==> src/rtl/dw_downsizer_arbiter.sv <==
// Round-robin arbiter that grants one wide word at a time from NUM_REQ requesters and
// serializes it onto a narrow DW_OUT stream, LSB slice first.
module dw_downsizer_arbiter #(
    parameter int NUM_REQ = 4,
    parameter int DW_IN   = 32,
    parameter int DW_OUT  = 8,
    localparam int NumSlots = DW_IN / DW_OUT,
    localparam int IdW      = (NUM_REQ > 1) ? $clog2(NUM_REQ) : 1,
    localparam int SlotW    = (NumSlots > 1) ? $clog2(NumSlots) : 1
) (
    input  logic                             clk_i,
    input  logic                             rst_ni,
    input  logic [NUM_REQ-1:0][DW_IN-1:0]    din_i,
    input  logic [NUM_REQ-1:0]               vld_i,
    output logic [NUM_REQ-1:0]               rdy_o,
    output logic [DW_OUT-1:0]                dout_o,
    output logic                             vld_o,
    input  logic                             rdy_i,
    output logic [IdW-1:0]                   src_o,
    output logic                             last_o
);

    if ((NUM_REQ < 1) || (DW_OUT > DW_IN) || ((DW_IN % DW_OUT) != 0)) begin : g_bad_cfg
        $fatal(1, "dw_downsizer_arbiter: illegal NUM_REQ/DW_IN/DW_OUT combination");
    end

    typedef enum logic [0:0] {IDLE = 1'b0, SEND = 1'b1} state_e;

    state_e               state_q, state_d;
    logic [DW_IN-1:0]     word_q, word_d;
    logic [SlotW-1:0]     slot_q, slot_d;
    logic [IdW-1:0]       src_q, src_d;
    logic [IdW-1:0]       rr_q, rr_d;
    logic [IdW-1:0]       win_s;
    logic [NUM_REQ-1:0]   gnt_s;
    logic                 any_s;
    logic                 last_s;
    logic                 acc_en_s;
    logic                 accept_s;

    // Round-robin search starting at rr_q, wrapping modulo NUM_REQ.
    always_comb begin : p_arb
        int idx;
        logic hit;
        gnt_s = '0;
        win_s = '0;
        any_s = 1'b0;
        idx   = 0;
        hit   = 1'b0;
        for (int k = 0; k < NUM_REQ; k++) begin
            idx        = ((int'(rr_q) + k) >= NUM_REQ) ? (int'(rr_q) + k - NUM_REQ) : (int'(rr_q) + k);
            hit        = ~any_s & vld_i[idx];
            gnt_s[idx] = hit;
            win_s      = hit ? IdW'(idx) : win_s;
            any_s      = any_s | hit;
        end
    end

    assign last_s   = (slot_q == SlotW'(NumSlots - 1));
    // A new word may load while the final slot of the current one is being handed off.
    assign acc_en_s = (state_q == IDLE) | ((state_q == SEND) & rdy_i & last_s);
    assign accept_s = any_s & acc_en_s;
    assign rdy_o    = gnt_s & {NUM_REQ{acc_en_s}};

    // State register.
    always_ff @(posedge clk_i or negedge rst_ni) begin
        if (!rst_ni) begin
            state_q <= IDLE;
        end else begin
            state_q <= state_d;
        end
    end

    // Next-state logic.
    always_comb begin
        state_d = state_q;
        case (state_q)
            IDLE:    state_d = accept_s ? SEND : IDLE;
            SEND:    state_d = (accept_s || !(rdy_i && last_s)) ? SEND : IDLE;
            default: state_d = IDLE;
        endcase
    end

    // Word buffer, slot counter, source and round-robin pointer updates.
    always_comb begin
        word_d = word_q;
        src_d  = src_q;
        slot_d = slot_q;
        rr_d   = rr_q;
        if (accept_s) begin
            word_d = din_i[win_s];
            src_d  = win_s;
            slot_d = '0;
            rr_d   = (int'(win_s) == (NUM_REQ - 1)) ? '0 : (win_s + IdW'(1));
        end else if ((state_q == SEND) && rdy_i && !last_s) begin
            slot_d = slot_q + SlotW'(1);
        end else begin
            slot_d = slot_q;
        end
    end

    // Datapath registers.
    always_ff @(posedge clk_i or negedge rst_ni) begin
        if (!rst_ni) begin
            word_q <= '0;
            src_q  <= '0;
            slot_q <= '0;
            rr_q   <= '0;
        end else begin
            word_q <= word_d;
            src_q  <= src_d;
            slot_q <= slot_d;
            rr_q   <= rr_d;
        end
    end

    // Outputs decoded from registered state.
    always_comb begin
        vld_o  = (state_q == SEND);
        last_o = (state_q == SEND) & last_s;
        dout_o = word_q[int'(slot_q) * DW_OUT +: DW_OUT];
        src_o  = src_q;
    end

endmodule
==> config.mk <==
export PLATFORM = sky130hd
export DESIGN_NAME = dw_downsizer_arbiter
export DESIGN_NICKNAME = d
export VERILOG_FILES = /design/src/rtl/dw_downsizer_arbiter.sv
export SDC_FILE = /design/constraint.sdc
export NUM_CORES = 1
export LEC_CHECK = 0
export CORE_MARGIN = 2
export CORE_UTILIZATION = 46
export CTS_BUF_LIST = sky130_fd_sc_hd__clkbuf_8 sky130_fd_sc_hd__clkbuf_16
export DETAILED_ROUTE_END_ITERATION = 10
export HOLD_SLACK_MARGIN = 0.02
export PLACE_DENSITY_LB_ADDON = 0.12
export SLEW_MARGIN = 0
export SYNTH_ARGS = -nofsm -noshare
export SYNTH_HDL_FRONTEND = slang
export SYNTH_SLANG_ARGS = --single-unit
==> constraint.sdc <==
create_clock -name clk_i -period 5.2 [get_ports clk_i]
set_input_delay 1.04 -clock clk_i [delete_from_list [all_inputs] [get_ports clk_i]]
set_output_delay 1.04 -clock clk_i [all_outputs]
set_load 0.02 [all_outputs]
==> results.cfg, run 1 <==
[die]
ios = 151
rows = 31
die_area_mm2 = 0.00816
die_h_um = 90.4
start_util_pct = 47.3
die_width_um = 90.4
coreArea_mm2 = 0.00725

[timing]
min_period_ns = 4.82
fmax_mhz = 208
finClkSkew_ns = 0.00703
max_slew_margin_pct = 29.1
drv_slew = 0
worst_slew_pin_slew_ns = 1.06
hold_viol = 0
whs_ns = 0.487
period_share_pct = 92.7
grt_setup_unrepaired = no
setup_viol_count_final = 0
fin_setup_tns_ns = 0

[clock_tree]
cts-hold-fix-buffers = 0
cts_buffers = 5
h-tree-depth = 2
clock-root-buffer = clkbuf_8
cts_tree = done
cts_buffer_depth = 2
cts_sinks = 39
postCtsResizedCells = 0
clk_pin_slew_ns = 0.07
clk_latency_ns = 0.29
post-cts-setup-buffer-count = 0

[global_routing]
grt_usage_pct = 25.3
antenna_found_initial = 0
gr-total-overflow = 0
use_met1_pct = 30.0
grt_pass1_wl_um = 16600
grt_util_met3_pct = 6.84
grt_pass1_vias = 3372
grt_start_max_net_pins = 63
top_usage_layer = met2
globalRouteMet2Util_pct = 44.8

[yosys]
synth_cell_type_count = 45
syn_inst = 361
synth_seq_area_share_pct = 28.4
syn_area_mm2 = 0.00343
syn_nets = 502
synth_edf_count = 0
ys_async_sr_fraction_pct = 100
syn_area_per_cell_um2 = 9.50
yosysWarnings = 0
synth-main-ff-cell = dfrtp_1
synth-seq-cells = 39

[route]
wirelength_um = 10300
drt_iter0_drc = 122
vias = 3427
route.detailed.drc = 0
viasPerCell = 5.86
wl_per_cell_um = 17.7
firstDrtPassIters = 5
ant_nets = 0

[final_layout]
insertedDiodeCount = 0
drive_gt1_share_pct = 8.85
nets = 627
syn2layout_area_growth_pct = 45.0
layout.cells.non_filler = 585
stdcell_area_mm2 = 0.00497

[run_status]
status = finished clean

[worst_setup_path]
crit_fanout = 11
crit_path_end_kind = output port
worstPathArrival_ns = 3.78
start_kind = input pin
cp.required_ns = 4.16
path_class = input pin to output port

[power]
p_per_area_mw_per_mm2 = 504
ir_drop_mv = 0.548
p_leak_nw = 2.06

[worst_hold_path]
hp-class = flop to flop

[place]
place_area_mm2 = 0.00487
dp_hpwl_um = 7410
finalWeightedCongestion = 0.798
io_buffers = 150
placed_cells = 578

[run]
maxCapViolCount = 0
## area by class of cell
| cell class | instances | area, µm² |
|---|---|---|
| multi-input combinational | 245 | 2080 |
| tap | 99 | 124 |
| clock buffer | 5 | 68.8 |
| sequential | 39 | 976 |
| fill | 603 | 2280 |
| inverter | 39 | 146 |
| timing repair buffer | 156 | 1540 |
| clock inverter | 2 | 33.8 |
## per-stage QoR
stage	setup WS, ns	utilization [%]	total power, mW
6_report	0.381	68.6	2.51
5_1_grt	0.180	68.6	2.68
4_1_cts	0.399	68.6	2.51
3_5_place_dp	0.398	67.2	2.26
3_3_place_gp	0.521	67.2	2.21
2_1_floorplan	1.34	-	1.88
## routing by layer
layer / vias up / routed length (µm)
met4: 0 / 204
li1: 1617 / -
met5: - / 0
met1: 1670 / 4190
met3: 21 / 692
met2: 119 / 5250
## synth_stat cells (2+ instances only)
| cell | instances | area (µm²) |
|---|---|---|
| a211oi_1 | 2 | 15.0 |
| a21boi_0 | 2 | 15.0 |
| a21oi_1 | 4 | 20.0 |
| a221oi_1 | 3 | 26.3 |
| a22o_1 | 2 | 17.5 |
| a31oi_1 | 2 | 12.5 |
| buf_1 | 2 | 7.51 |
| buf_12 | 2 | 40.0 |
| buf_2 | 4 | 20.0 |
| buf_6 | 7 | 78.8 |
| clkbuf_1 | 21 | 78.8 |
| dfrtp_1 | 39 | 976 |
| ha_1 | 6 | 75.1 |
| inv_1 | 39 | 146 |
| mux2i_1 | 38 | 380 |
| mux4_2 | 11 | 248 |
| nand2_1 | 44 | 165 |
| nand2b_1 | 7 | 43.8 |
| nor2_1 | 3 | 11.3 |
| o2111ai_1 | 32 | 280 |
| o211ai_1 | 49 | 368 |
| o211ai_2 | 15 | 188 |
| o22ai_1 | 2 | 12.5 |
| o32a_1 | 2 | 20.0 |
| xnor2_1 | 3 | 26.3 |
## cell families (layout without fill, tap and decap cells)
group | Yosys count | count (layout) | synth area share (%)
compound gates | 121 | 121 | 30.0
fa+ha+maj | 6 | 6 | 2.19
flops | 39 | 39 | 28.4
mux | 50 | 50 | 18.6
buf+inv | 77 | 202 | 11.5
xor+xnor | 3 | 3 | 0.766
simple gates | 65 | 65 | 8.46
## worst max-delay path, stage by stage
cell	delay (ns)
clkdlybuf4s50_1	0.61
mux4_2	0.63
or3b_1	0.38
a21oi_1	0.18
a211oi_1	0.07
a211oi_1	0.23
clkdlybuf4s50_1	0.64
## where the power goes
group | switching [mW] | internal [mW] | total, mW
combinational | 0.920 | 0.757 | 1.68
sequential | 0.140 | 0.448 | 0.588
clock | 0.104 | 0.139 | 0.243
total | 1.16 | 1.34 | 2.51
## final timing paths
path / start / end / slack, ns / cells after the start
hold / removal: src_o[1] / src_o[1] / 0.49 / 2
hold reg to reg: src_o[1] / src_o[1] / 0.49 / 2
max in group asynchronous: rst_ni / word_q[2] / 3.77 / 1
setup / recovery: vld_i[1] / rdy_o[1] / 0.38 / 7
min in group asynchronous: rst_ni / vld_o / 0.86 / 1
setup reg to reg: rr_q[0] / word_q[12] / 1.57 / 8
## sequential cells by signal (all words and copies together) (netlist names)
signal  count
src_o       2
vld_o       1
word_q     32
rr_q        2
slot_q      2
## placed cells by master (no fill, tap or decap), drive strengths merged, types with 2 or more instances in the layout
cell type	instances
o32a	2
nor2	3
o211ai	64
a21oi	5
a221oi	3
or2	2
inv	40
o22ai	2
xnor2	3
a31oi	2
ha	6
buf	7
a22o	2
nand2b	7
clkbuf	5
nand2	44
mux2i	38
a21boi	2
mux4	11
dfrtp	39
o2111ai	32
o21ai	2
clkdlybuf4s50	149
a211oi	2
No activity file was read; power rests on OpenSTA's default activity.
==> run 2: changes to the inputs <==
Settings changed: CORE_UTILIZATION 46 to 24.
==> run 2 against run 1 <==
  * Combinational power grew 2%
  * Critical path depth is the same
  * First-iteration DRC count grew 79%
  * Core utilization shrank 31 points
  * Routed wire length grew 17%
  * Non-clock buffer count grew 4
  * Register-to-register slack lost 0.10 ns
  * Sequential share of layout area shrank 0.78 points
  * Setup slack gained 0.12 ns
  * Fmax grew 2.5%
  * Cell count grew 15%
  * Largest cell class unchanged
==> results.cfg, run 2 (synthesis results as in run 1) <==
[final_layout]
mostFrequentLayoutCells = clkdlybuf4s50_1 (149), o211ai_1 (49), nand2_1 (44)
layout.cells.non_filler = 671
nets = 631
syn2layout_area_growth_pct = 50.9
largest_reg_flops = 32
drive_gt1_share_pct = 10.2
insertedDiodeCount = 0
final_common_cell = clkdlybuf4s50_1
utilization_pct = 37.2
stdcell_area_mm2 = 0.00518
largest_register = word_q

[worst_setup_path]
crit_fanout = 10
r2r-start = rr_q[0]
start_kind = input pin
r2r-end = word_q[13]
path_class = input pin to output port
worstPathArrival_ns = 3.66
cp.required_ns = 4.16
worst_r2r_path_depth = 8
reg2reg_slack_ns = 1.47
crit_path_end_kind = output port

[timing]
finClkSkew_ns = 0.00446
period_share_pct = 90.4
whs_ns = 0.471
max_slew_margin_pct = 36.4
hold_viol = 0
worst_slew_pin_slew_ns = 0.954
drv_slew = 0
setup_viol_count_final = 0
grt_setup_unrepaired = no
fmax_mhz = 213
fin_setup_tns_ns = 0
min_period_ns = 4.70
finalWorstSetupSlack_ns = 0.498

[global_routing]
grt_start_max_net_pins = 45
gr-total-overflow = 0
grt_usage_pct = 16.2
grt_pass1_wl_um = 18800
antenna_found_initial = 0
grt_pass1_vias = 3507

[clock_tree]
cts_tree = done
post-cts-setup-buffer-count = 0
cts-hold-fix-buffers = 0
cts_buffer_depth = 2
h-tree-depth = 2
cts_buffers = 5
postCtsResizedCells = 0
clk_latency_ns = 0.28
cts_sinks = 39
clk_pin_slew_ns = 0.06
clock-root-buffer = clkbuf_16

[place]
io_buffers = 150
dp_hpwl_um = 8670
finalWeightedCongestion = 0.757
place_ws_ns = 0.485
placed_cells = 663
place_area_mm2 = 0.00500

[route]
viasPerCell = 5.06
vias = 3397
wirelength_um = 12100
drt_iter0_drc = 218
wl_per_cell_um = 18.0
ant_nets = 0
firstDrtPassIters = 4
route.detailed.drc = 0

[worst_hold_path]
hold_start = src_o[1]
hold_path_depth = 2
hp-class = flop to flop
holdPathEnd = src_o[1]

[die]
start_util_pct = 24.6
ios = 151
die_width_um = 124
coreArea_mm2 = 0.0139
die_area_mm2 = 0.0153
die_h_um = 124
rows = 43

[power]
ir_drop_mv = 0.340
fin_total_pwr_mw = 2.68
p_per_area_mw_per_mm2 = 518
p_leak_nw = 2.11

[run_status]
status = finished clean

[run]
maxCapViolCount = 0
## run 2: cell count changes in the layout (fill, tap and decap cells not counted)
cell and change:
nand2b_2 +1, clkinv_2 +1, buf_4 +4, inv_1 -1
clkbuf_16 +5, clkbuf_8 -4, nand2b_1 -1
## run 2: worst max path at each step
| stage | startpoint | end | slack [ns] | cells after the start |
|---|---|---|---|---|
| after floorplan | vld_i[0] | rdy_o[1] | 1.34 | 6 |
| after CTS | vld_i[3] | rdy_o[1] | 0.49 | 7 |
| after detailed placement | vld_i[3] | rdy_o[1] | 0.49 | 7 |
| final | vld_i[3] | rdy_o[1] | 0.50 | 7 |
| after global placement | vld_i[3] | rdy_o[1] | 0.56 | 7 |
| after global routing | rr_q[0] | rdy_o[3] | 0.27 | 8 |
## run 2: worst max-delay path, cell delays in order
cell and delay (ns):
clkdlybuf4s50_1 0.56, mux4_2 0.62, or3b_1 0.37, a21oi_1 0.14
a211oi_1 0.07, a211oi_1 0.22, clkdlybuf4s50_1 0.64
## run 2: cell type report
cell class	instances	area, µm²
Tap cell	180	225
Clock buffer	6	139
Clock inverter	2	35.0
Multi-Input combinational cell	245	2090
Timing Repair Buffer	160	1570
Sequential cell	39	976
Inverter	39	146
Fill cell	1416	8760
## run 2: per-layer routing
metal | up-vias | global-route usage (%) | wire length [µm]
met5 | - | 0 | 0
met4 | 0 | 4.55 | 235
met3 | 17 | 3.87 | 816
met2 | 119 | 27.4 | 5790
met1 | 1632 | 20.4 | 5260
li1 | 1629 | - | -
## run 2: report_power, final
part | switching (mW) | leakage [nW] | internal (mW)
combinational | 0.953 | 1.55 | 0.764
clock | 0.126 | 0.0868 | 0.239
sequential | 0.152 | 0.473 | 0.449
==> variant 1 (config.mk and constraints of run 2) <==
Take the reset off `word_q` and load it in a clocked block of its own.
--- a/src/rtl/dw_downsizer_arbiter.sv
+++ b/src/rtl/dw_downsizer_arbiter.sv
@@ -102,16 +102,18 @@
     // Datapath registers.
     always_ff @(posedge clk_i or negedge rst_ni) begin
         if (!rst_ni) begin
-            word_q <= '0;
             src_q  <= '0;
             slot_q <= '0;
             rr_q   <= '0;
         end else begin
-            word_q <= word_d;
             src_q  <= src_d;
             slot_q <= slot_d;
             rr_q   <= rr_d;
         end
+    end
+
+    always_ff @(posedge clk_i) begin
+        word_q <= word_d;
     end
 
     // Outputs decoded from registered state.
Function: changed (a bounded check fails within 4 cycles, from zero or initial values and one cycle with rst_ni low).
==> variant 1 against run 2 <==
  * Sequential share of layout area grew 0.16 points
  * Sequential power grew 15%
  * Via count grew 12%
  * Cell area grew 16%
  * Sequential cell count is the same
  * Routed wire length grew 15%
  * Die area grew 23%
  * Area after synthesis grew 23%
  * Setup slack lost 0.20 ns
  * Total power grew 52%
  * Non-clock buffer count shrank 3
  * Global-route usage shrank 1.4 points
  * Critical endpoint is now rdy_o[0]
==> variant 1: results (changes against run 2) <==
- Post-cts sizing count: 0 (unchanged)
- Status: finished clean (unchanged)
- Initial antenna violation count: 0 (unchanged)
- Clk pin slew, worst setup/hold paths: 0.06 ns (about the same)
- Count of yosys warnings during synthesis: 0 (unchanged)
- Top reg by flops: word_q (unchanged)
- Num CTS Buffers: 5 (unchanged)
- First-pass GRT wire length: 21.66 mm (was 18.82 mm)
- VDD IR-drop max: 521.0 uV (was 340.0 uV)
- FF-to-FF path depth: 8 (unchanged)
- CTS H-tree depth: 2 (unchanged)
- Dpl ws: 0.3292 ns (was 0.4854 ns)
- Hold path cells: 2 (unchanged)
- Port Buffer Count: 150 (unchanged)
- Worst EP arrival: 3.86 ns (was 3.66 ns)
- Unique masters post-synth: 43 (was 45)
- Seq/Total Area, Yosys: 26.82% (was 28.45%)
- Largest net degree at the start of global routing: 66 (was 45)
- Vias in the first global route: 3,987 (was 3,507)
- EDFF count, synth: 32 (was 0)
- Worst Max-Slew Pin Slew: 1.170 ns (was 0.9541 ns)
- Via count: 3,807 (was 3,397)
- Synth top cells by count: 38 x a221oi_1, 36 x mux2i_1, 34 x mux2_2 (was 49 x o211ai_1, 44 x nand2_1, 39 x dfrtp_1, 39 x inv_1, 38 x mux2i_1)
- Root buffer cell: clkbuf_16 (unchanged)
- Antenna Diode Count: 0 (unchanged)
- Layout cells sized above 1: 19.56% (was 10.18%)
- Critical Path Fanout Max: 11 (was 10)
- # Post-CTS Setup Buffers: 0 (unchanged)
- GRT Overall Usage: 14.79% (was 16.16%)
- Synth async-reset ratio: 17.95% (was 100.0%)
- Number of DRC markers in iteration 0: 208 (was 218)
- WL/cell: 19.28 um (was 18.04 um)
- Gp weighted congestion: 0.7934 (was 0.7572)
- HPWL after DPL: 9.823 mm (was 8.670 mm)
- Clock latency at the later pin of the worst-skew pair: 0.28 ns (about the same)
- Final Skew: 0.005420 ns (was 0.004457 ns)
- Hold WC Path Type: flop to flop (unchanged)
- Pleak: 2.046 nW (was 2.110 nW)
- Largest cells by area after synthesis: edfxtp_1 23%, a221oi_2 10%, mux2_2 9.0% (was dfrtp_1 28%, mux2i_1 11%, o211ai_1 11%)
- Net Count, Synth: 513 (was 502)
- CTS Buffer Depth: 2 (unchanged)
- Layout Nets: 636 (was 631)
- Max FFs per register: 32 (unchanged)
- DR pass1 iterations: 4 (unchanged)
variant 1: metal layers:
metal / track usage, % / up-vias / routed length [um]
met2: 25.08 / 110 / 6808
met5: 0 / - / 0
met4: 3.723 / 0 / 218
met1: 19.60 / 1870 / 6248
met3: 2.370 / 14 / 627
li1: - / 1813 / -
variant 1: layout make-up:
class / instances / area (um^2)
Clock buffer: 5 / 125.1
Clock inverter: 3 / 42.54
Fill cell: 1697 / 11300
Inverter: 7 / 26.28
Multi-Input combinational cell: 285 / 2816
Sequential cell: 39 / 1140
Tap cell: 225 / 281.5
Timing Repair Buffer: 157 / 1567
variant 1: worst max-delay path: stages:
cell and delay, ns:
clkdlybuf4s50_1 0.58, mux4_2 0.64, nor2b_1 0.27, a21oi_1 0.11, or2_2 0.29, a221oi_1 0.27
clkdlybuf4s50_1 0.66
variant 1: kinds of logic after synthesis:
group           Yosys count  synth area share [%]
xor+xnor                  1                0.2068
compound gates          127                 27.27
simple gates             37                 4.491
mux                     114                 32.44
flops                    39                 26.82
fa+ha+maj                 6                 1.772
buf+inv                  48                 7.001
variant 1: through the flow:
step	power, mW	hold WS [ns]	area, um^2	instances	util [%]
finish	4.068	0.4847	5998	721	34.68
global route	4.395	0.5325	5998	721	34.68
CTS	4.134	0.4916	5998	721	34.68
detailed placement	3.769	0.4778	5831	713	33.71
global placement	3.716	0.4700	5831	713	33.71
floorplan	3.073	0.5834	4235	372	-
variant 1: power breakdown:
group          internal, mW  switching, mW  total [mW]
sequential            0.559          0.131       0.689
combinational          1.38           1.66        3.04
clock                 0.226          0.118       0.344
variant 1: final timing paths:
path                                 startpoint                   end  slack, ns
min                        src_o[1]$_DFFE_PN0P_  src_o[1]$_DFFE_PN0P_       0.48
max in group asynchronous                rst_ni   rr_q[0]$_DFFE_PN0P_       3.88
max reg2reg                 rr_q[0]$_DFFE_PN0P_   word_q[8]$_DFFE_PP_       1.52
max                                    vld_i[2]              rdy_o[0]       0.30
min in group asynchronous                rst_ni       vld_o$_DFF_PN0_       1.03
min reg2reg                src_o[1]$_DFFE_PN0P_  src_o[1]$_DFFE_PN0P_       0.48
==> variant 2 (config.mk and constraints of run 2) <==
Made on the original files. The parameter `DW_OUT` goes from 8 to 4.
--- a/src/rtl/dw_downsizer_arbiter.sv
+++ b/src/rtl/dw_downsizer_arbiter.sv
@@ -3,7 +3,7 @@
 module dw_downsizer_arbiter #(
     parameter int NUM_REQ = 4,
     parameter int DW_IN   = 32,
-    parameter int DW_OUT  = 8,
+    parameter int DW_OUT  = 4,
     localparam int NumSlots = DW_IN / DW_OUT,
     localparam int IdW      = (NUM_REQ > 1) ? $clog2(NUM_REQ) : 1,
     localparam int SlotW    = (NumSlots > 1) ? $clog2(NumSlots) : 1
Ports: changed (resized dout_o); port bits go from 151 to 147. No check against the original RTL was run, so the function may have changed too.
==> variant 2 against run 2 <==
  * Clock skew hardly changed
  * Synthesized cell count increased by 12%
  * Non-clock buffer count fell by 8
  * Largest cell class unchanged
  * Largest power group unchanged
  * Sequential cell count is 1 higher
  * First-iteration DRC count decreased by 27%
  * Global-route usage is 1.2 points lower
  * Routed wire length increased by 9.9%
  * Setup slack got worse by 0.21 ns
  * Total power rose by 20%
  * Cell area rose by 8.3%
  * Area after synthesis is 17% higher
  * Count of clock-buffer cells in the layout down 1
==> variant 2: results (changes against run 2) <==
- Status: finished clean (unchanged)
- Via count: 3,709 (was 3,397)
- Number of DRC markers in iteration 0: 159 (was 218)
- Layout cells sized above 1: 22.70% (was 10.18%)
- First-pass GRT wire length: 21.24 mm (was 18.82 mm)
- Synth top cells by count: 40 x dfrtp_1, 34 x and3_1, 34 x o21ai_0 (was 49 x o211ai_1, 44 x nand2_1, 39 x dfrtp_1, 39 x inv_1, 38 x mux2i_1)
- Top reg by flops: word_q (unchanged)
- FF-to-FF path depth: 7 (was 8)
- DRT Wirelength: 13.30 mm (was 12.11 mm)
- Seq/Total Area, Yosys: 24.97% (was 28.45%)
- Synth async-reset ratio: 100.0% (unchanged)
- Net Count, Synth: 546 (was 502)
- VDD IR-drop max: 375.1 uV (was 340.0 uV)
- Largest cells by area after synthesis: dfrtp_1 25%, a221oi_2 10%, o31ai_2 8.7% (was dfrtp_1 28%, mux2i_1 11%, o211ai_1 11%)
- Critical Path Fanout Max: 14 (was 10)
- Vias in the first global route: 3,887 (was 3,507)
- Port Buffer Count: 146 (was 150)
- Worst EP arrival: 3.87 ns (was 3.66 ns)
- HPWL after DPL: 9.632 mm (was 8.670 mm)
- Final Skew: 0.004159 ns (was 0.004457 ns)
- Worst Max-Slew Pin Slew: 1.110 ns (was 0.9541 ns)
- Pleak: 2.088 nW (was 2.110 nW)
- Hold WC Path Type: flop to flop (unchanged)
- Num CTS Buffers: 5 (unchanged)
- Layout Nets: 655 (was 631)
- Largest net degree at the start of global routing: 68 (was 45)
- Gp weighted congestion: 0.6906 (was 0.7572)
-- variant 2: cell types whose count changed after synthesis, sizes merged, moves of 6 or more --
cell and delta:
inv -36, o211ai -64, and3 +33, mux2i -36, o31ai +33, nor2 +6
a221oi +33, buf +8, nand2b -7, nand3 +31, and4 +32, o2111ai -32
o21ai +35
-- variant 2: cell families after synthesis --
kind of cell,Yosys count,synth area share (%)
AO/OA/AOI/OAI,120,29.59
XOR/XNOR,2,0.4370
adder cells (fa/ha/maj),7,2.185
buffers and inverters,53,9.051
flip-flops,40,24.97
multiplexers,19,8.645
AND/OR/NAND/NOR,163,25.12
-- variant 2: per-layer routing --
layer,GRT usage [%],up-vias,share of wire (%)
met4,2.778,0,1.1
met5,0,-,0
met2,25.43,103,49
li1,-,1801,-
met3,2.702,8,4.5
met1,20.04,1797,46
-- variant 2: critical path: stages, from the launching register on --
cell	delay, ns
dfrtp_1	0.75
inv_1	0.16
ha_1	0.54
mux4_2	0.66
nor3b_2	0.34
a21oi_1	0.13
a221oi_1	0.34
clkdlybuf4s50_1	0.67
-- variant 2: path summary, 6_finish.rpt --
kind,startpoint,endpoint,slack [ns]
worst max-delay path,flop,rdy_o[0],0.29
worst max register to register,flop,word_q[22]$_DFFE_PN0P_,1.58
min in group asynchronous,rst_ni,word_q[5]$_DFFE_PN0P_,0.92
worst min-delay path,word_q[22]$_DFFE_PN0P_,word_q[22]$_DFFE_PN0P_,0.48
worst min register to register,word_q[22]$_DFFE_PN0P_,word_q[22]$_DFFE_PN0P_,0.48
max in group asynchronous,rst_ni,word_q[23]$_DFFE_PN0P_,3.69
-- variant 2: report_power, final --
group          internal (mW)  switching, mW
clock                  0.169          0.109
combinational           1.02           1.27
sequential             0.468          0.191
total                   1.66           1.57
-- variant 2: through the flow --
stage                     area, um^2  hold slack, ns  setup slack [ns]  instances
final                           5609          0.4784            0.2909        731
after global routing            5609          0.5102            0.1175        731
after CTS                       5609          0.4844            0.2955        731
after detailed placement        5484          0.4693            0.3921        726
after global placement          5484          0.4551            0.5344        726
after floorplan                 4009          0.4433             1.461        404
-- variant 2: cell type report --
cell class | count | area, um^2
inverters | 3 | 11.26
clock buffers | 5 | 125.1
flip-flops and latches | 40 | 1001
well taps | 220 | 275.3
fillers | 1699 | 10860
multi-input cells | 311 | 2683
repair buffers | 152 | 1514
